## config.mk

```make
export PLATFORM = sky130hd
export DESIGN_NAME = lpf_fir_core
export DESIGN_NICKNAME = d
export VERILOG_FILES = /design/src/rtl/lpf_fir_core.sv
export SDC_FILE = /design/constraint.sdc
export NUM_CORES = 1
export LEC_CHECK = 0
export CORE_UTILIZATION = 56
export CTS_CLUSTER_SIZE = 40
export DETAILED_ROUTE_END_ITERATION = 12
export PLACE_DENSITY = 0.76
export SLEW_MARGIN = 20
export SYNTH_ARGS = -nofsm -noshare
export SYNTH_HDL_FRONTEND = slang
export SYNTH_SLANG_ARGS = --single-unit
```

## constraint.sdc

```tcl
create_clock -name clk_i -period 5.6 [get_ports clk_i]
set_clock_uncertainty 0.2 [all_clocks]
set_input_delay 0.84 -clock clk_i [delete_from_list [all_inputs] [get_ports clk_i]]
set_output_delay 0.84 -clock clk_i [all_outputs]
set_load 0.005 [all_outputs]
```

## src/rtl/lpf_fir_core.sv

```systemverilog
// rtl/lpf_fir_core.sv - fixed 5-tap binomial (1,4,6,4,1)/16 low-pass FIR core
//
// Purpose: one 16-bit signed sample in and one registered, rounded 16-bit
//          signed sample out on every enabled clock.
// Ports:
//   clk_i   sole clock, rising edge
//   rstn_i  synchronous reset, active HIGH despite the name; wins over en_i
//   en_i    sample enable; x_i accepted and y_o updated when high
//   x_i     input sample, two's-complement
//   y_o     filtered output sample, two's-complement, straight from a flop
module lpf_fir_core (
  input  logic        clk_i,
  input  logic        rstn_i,
  input  logic        en_i,
  input  logic [15:0] x_i,
  output logic [15:0] y_o
);

  // Delay line: d0 newest accepted sample, d3 oldest.
  logic signed [15:0] d0_q, d1_q, d2_q, d3_q;
  logic signed [15:0] d0_d, d1_d, d2_d, d3_d;
  logic signed [15:0] y_q, y_d;

  // 20-bit sign-extended operands; the full sum range is [-524288, +524272]
  // so 20 bits never overflow, including the +8 rounding offset.
  logic signed [19:0] x_ext, d0_ext, d1_ext, d2_ext, d3_ext;
  logic signed [19:0] acc;

  always_comb begin
    x_ext  = {{4{x_i[15]}}, x_i};
    d0_ext = {{4{d0_q[15]}}, d0_q};
    d1_ext = {{4{d1_q[15]}}, d1_q};
    d2_ext = {{4{d2_q[15]}}, d2_q};
    d3_ext = {{4{d3_q[15]}}, d3_q};
  end

  // Weights built from shifts: 4 = <<2, 6 = <<2 + <<1.
  always_comb begin
    acc = x_ext
        + (d0_ext <<< 2)
        + (d1_ext <<< 2) + (d1_ext <<< 1)
        + (d2_ext <<< 2)
        + d3_ext;
  end

  // Round half toward +infinity: add half an LSB of the /16 result, then
  // arithmetic shift. The result always fits in 16 bits, so truncate.
  always_comb begin
    d0_d = d0_q;
    d1_d = d1_q;
    d2_d = d2_q;
    d3_d = d3_q;
    y_d  = y_q;
    if (en_i) begin
      y_d  = 16'((acc + 20'sd8) >>> 4);
      d0_d = x_i;
      d1_d = d0_q;
      d2_d = d1_q;
      d3_d = d2_q;
    end
  end

  always_ff @(posedge clk_i) begin
    if (rstn_i) begin
      d0_q <= '0;
      d1_q <= '0;
      d2_q <= '0;
      d3_q <= '0;
      y_q  <= '0;
    end else begin
      d0_q <= d0_d;
      d1_q <= d1_d;
      d2_q <= d2_d;
      d3_q <= d3_d;
      y_q  <= y_d;
    end
  end

  assign y_o = y_q;

endmodule

```

==> results.json <==
{
  "port_buffers": 34,
  "synth_most_common_cell": "inv_1",
  "p_int_w": 0.00105,
  "initial_utilization_pct": 57.7,
  "drc_errors": 0,
  "antenna_found_initial": 0,
  "synthArstFlopShare_pct": 0,
  "final_nets": 723,
  "yosysSeqAreaShare_pct": 28.5,
  "p_seq_share_pct": 40.6,
  "period_minus_slack_ns": 5.03,
  "cts-resized-gates": 0,
  "hold_ws_ns": 0.280,
  "globalplace.congestion": 0.857,
  "power.total_w": 0.00157,
  "relSlewSlack_pct": 39.2,
  "grtUsageTotal_pct": 20.7,
  "worstHoldPathType": "register to register",
  "timing.fmax_mhz": 199,
  "hold_buffers": 0,
  "sw_frac_of_total_pct": 33.1,
  "cp-startpoint": "x_i[4]",
  "drv_cap": 0,
  "p_per_area_mw_per_mm2": 251,
  "final_hold_viol_count": 0,
  "synth.area.top_cells": "dfxtp_1 29%, fa_1 23%, mux2i_1 13%",
  "stdcell_count": 743,
  "crit_fanout": 3,
  "syn_area_sq_mm": 0.00562,
  "status": "completed",
  "r2r_start": "d1_q[1]$_SDFFE_PP0P_",
  "dr_total_vias": 3775,
  "synth_top_flop_cell": "dfxtp_1",
  "synth-seq-cells": 80,
  "hold_start": "y_o[15]$_SDFFE_PP0P_",
  "tightest_slew_ns": 0.911,
  "placement.setup.worst_slack_ns": 0.216,
  "crit_family": "adder cells",
  "drt.antenna.violating_nets": 0,
  "finalCritPeriodShare_pct": 89.8,
  "drive_above_1_share_pct": 4.75,
  "cp_common_cell": "fa_1",
  "crit_path_end_kind": "register",
  "synth_edf_count": 0,
  "drtIter0Drc": 143,
  "ir_drop_mv": 0.194,
  "worst_ep_arrival_time_ns": 5.14,
  "synthCells": 579,
  "finalWorstSetupSlack_ns": 0.569,
  "wl_per_cell_um": 13.0,
  "cts-root-buf": "clkbuf_8",
  "rsz0062_at_grt": "false",
  "yosys.area.top_type": "dfxtp_1",
  "vias_per_cell": 5.08,
  "syn_avg_cell_area_sq_um": 9.70,
  "reg2reg_setup_slack_ns": 1.04,
  "p_switching_w": 0.000518,
  "cts_buffers": 9,
  "routed_wl_mm": 9.68,
  "ios": 35,
  "coreArea_sq_mm": 0.00973,
  "clk_latency_ns": 0.36,
  "die_x_um": 102,
  "slowest_stage": "fa_1",
  "synthTopCellsByCount": "131 x inv_1, 84 x nor2_1, 80 x dfxtp_1, 72 x mux2i_1, 65 x fa_1",
  "grt_pass1_vias": 3787,
  "clk_pin_slew_ns": 0.08,
  "worstSetupEndpoint": "y_o[14]$_SDFFE_PP0P_",
  "tns_ns": 0,
  "die-area_sq_mm": 0.0104,
  "slew_viol_final": 0,
  "cts_buffer_depth": 2,
  "grt_max_degree": 59,
  "cp.buffers_inverters": 4,
  "htree_levels": 3,
  "combPwrFrac_pct": 33.5,
  "power_frac_clock_pct": 25.9,
  "antennaDiodeCount": 0,
  "cp.depth": 16,
  "yosysUniqueCellTypes": 49,
  "cp_cell_sequence": "clkdlybuf4s50_1, inv_1, fa_1, inv_1, fa_1, fa_1, ha_1, ha_1, inv_1, fa_1, nand2b_1, a21oi_2, o311a_4, o2111ai_2, a2111oi_2, a311o_1",
  "cp_data_required_time_ns": 5.71,
  "yosysWarnings": 0,
  "clock-sinks": 80,
  "cts_post_setup_buffers_inserted": 0,
  "syn-num-nets": 697,
  "leakage_nw": 3.07,
  "cts_tree": "built",
  "synth_top_cell_area_share_pct": 28.5,
  "die_h_um": 102,
  "criticalPathCategory": "primary input to register",
  "setup_viol": 0,
  "hpwl_mm": 7.38,
  "worst_setup_path_start_kind": "primary input",
  "fp-row-count": 36,
  "area_growth_pct": 10.9,
  "placed_cells": 727,
  "grt_overflow": 0,
  "drtPass1Iterations": 4,
  "fill_cells": 809,
  "cp_slowest_stage_delay_ns": 0.53,
  "grt_pass1_wl_mm": 16.7,
  "reg2reg_depth": 16,
  "r2r_end": "y_o[14]$_SDFFE_PP0P_"
}
==> cell families after synthesis <==
family	count (synthesis)	synth area share (%)
XOR/XNOR	13	2.03
adder cells (fa/ha/maj)	99	30.7
buffers and inverters	152	10.3
AND/OR/NAND/NOR	114	8.82
AO/OA/AOI/OAI	49	6.73
multiplexers	72	12.8
flip-flops	80	28.5
==> layout make-up <==
class / instances / area [sq um] / area share [%]
Tap cell: 133 / 166 / 2.67
Clock buffer: 13 / 169 / 2.71
Clock inverter: 3 / 15.0 / 0.241
Timing Repair Buffer: 36 / 348 / 5.59
Sequential cell: 80 / 1600 / 25.7
Inverter: 131 / 492 / 7.90
Multi-Input combinational cell: 347 / 3430 / 55.2
==> worst register-to-register path, delay by kind of cell (launching register included) <==
family / cells / cell delay [ns]
simple gates: 1 / 0.19
flops: 1 / 0.46
buf+inv: 3 / 0.15
fa+ha+maj: 6 / 2.28
compound gates: 6 / 1.24
==> metal layers <==
metal | global-route usage [%] | share of wire, % | up-vias | wire [um]
li1 | - | - | 1856 | -
met1 | 26.0 | 45 | 1839 | 4340
met2 | 35.3 | 50 | 65 | 4880
met3 | 3.08 | 2.8 | 15 | 272
met4 | 9.78 | 2.0 | 0 | 195
met5 | 0 | 0 | - | 0
==> placed cells by master, fill, tap and decap left out, types with 2 or more instances in the layout <==
cell and count:
nand2b_1 7, xor2_1 4, clkbuf_8 12, nor2_1 84, a21oi_1 11, dfxtp_1 80
o21ai_0 5, nand2_1 9, xnor2_1 9, mux2i_1 72, a21o_2 2, nor3b_1 2
ha_1 34, inv_1 131, clkinv_2 3, nand4_1 2, buf_4 3, clkdlybuf4s50_1 32
a211oi_1 2, a211o_1 2, a21o_1 5, fa_1 65, nand4b_1 2, o22ai_1 3
and3_1 2
==> power by group through the flow <==
stage	Combinational [W]	Sequential, W	Clock [W]
5_1_grt	0.000598	0.000639	0.000439
3_3_place_gp	0.000509	0.000648	0
3_5_place_dp	0.000526	0.000648	0
6_report	0.000525	0.000635	0.000406
4_1_cts	0.000532	0.000635	0.000418
2_1_floorplan	0.000380	0.000642	0
==> registers in the layout, indices dropped and copies added (netlist names) <==
signal and flops:
d0_q 16, d1_q 16, d2_q 16, d3_q 16
y_o 16
==> worst min path at each step <==
stage	to	slack, ns	depth (start not counted)
floorplan	y_o[15]$_SDFFE_PP0P_	0.25	2
finish	y_o[15]$_SDFFE_PP0P_	0.28	2
global route	y_o[15]$_SDFFE_PP0P_	0.31	2
global placement	y_o[15]$_SDFFE_PP0P_	0.25	2
CTS	y_o[15]$_SDFFE_PP0P_	0.29	2
detailed placement	y_o[15]$_SDFFE_PP0P_	0.27	2
==> metrics by stage <==
stage | utilization [%] | area, sq um
after floorplan | - | 5620
after global placement | 62.1 | 6040
after detailed placement | 62.1 | 6040
after CTS | 64.0 | 6230
after global routing | 64.0 | 6230
final | 64.0 | 6230
Note: power is estimated with default switching activity, not from simulation.
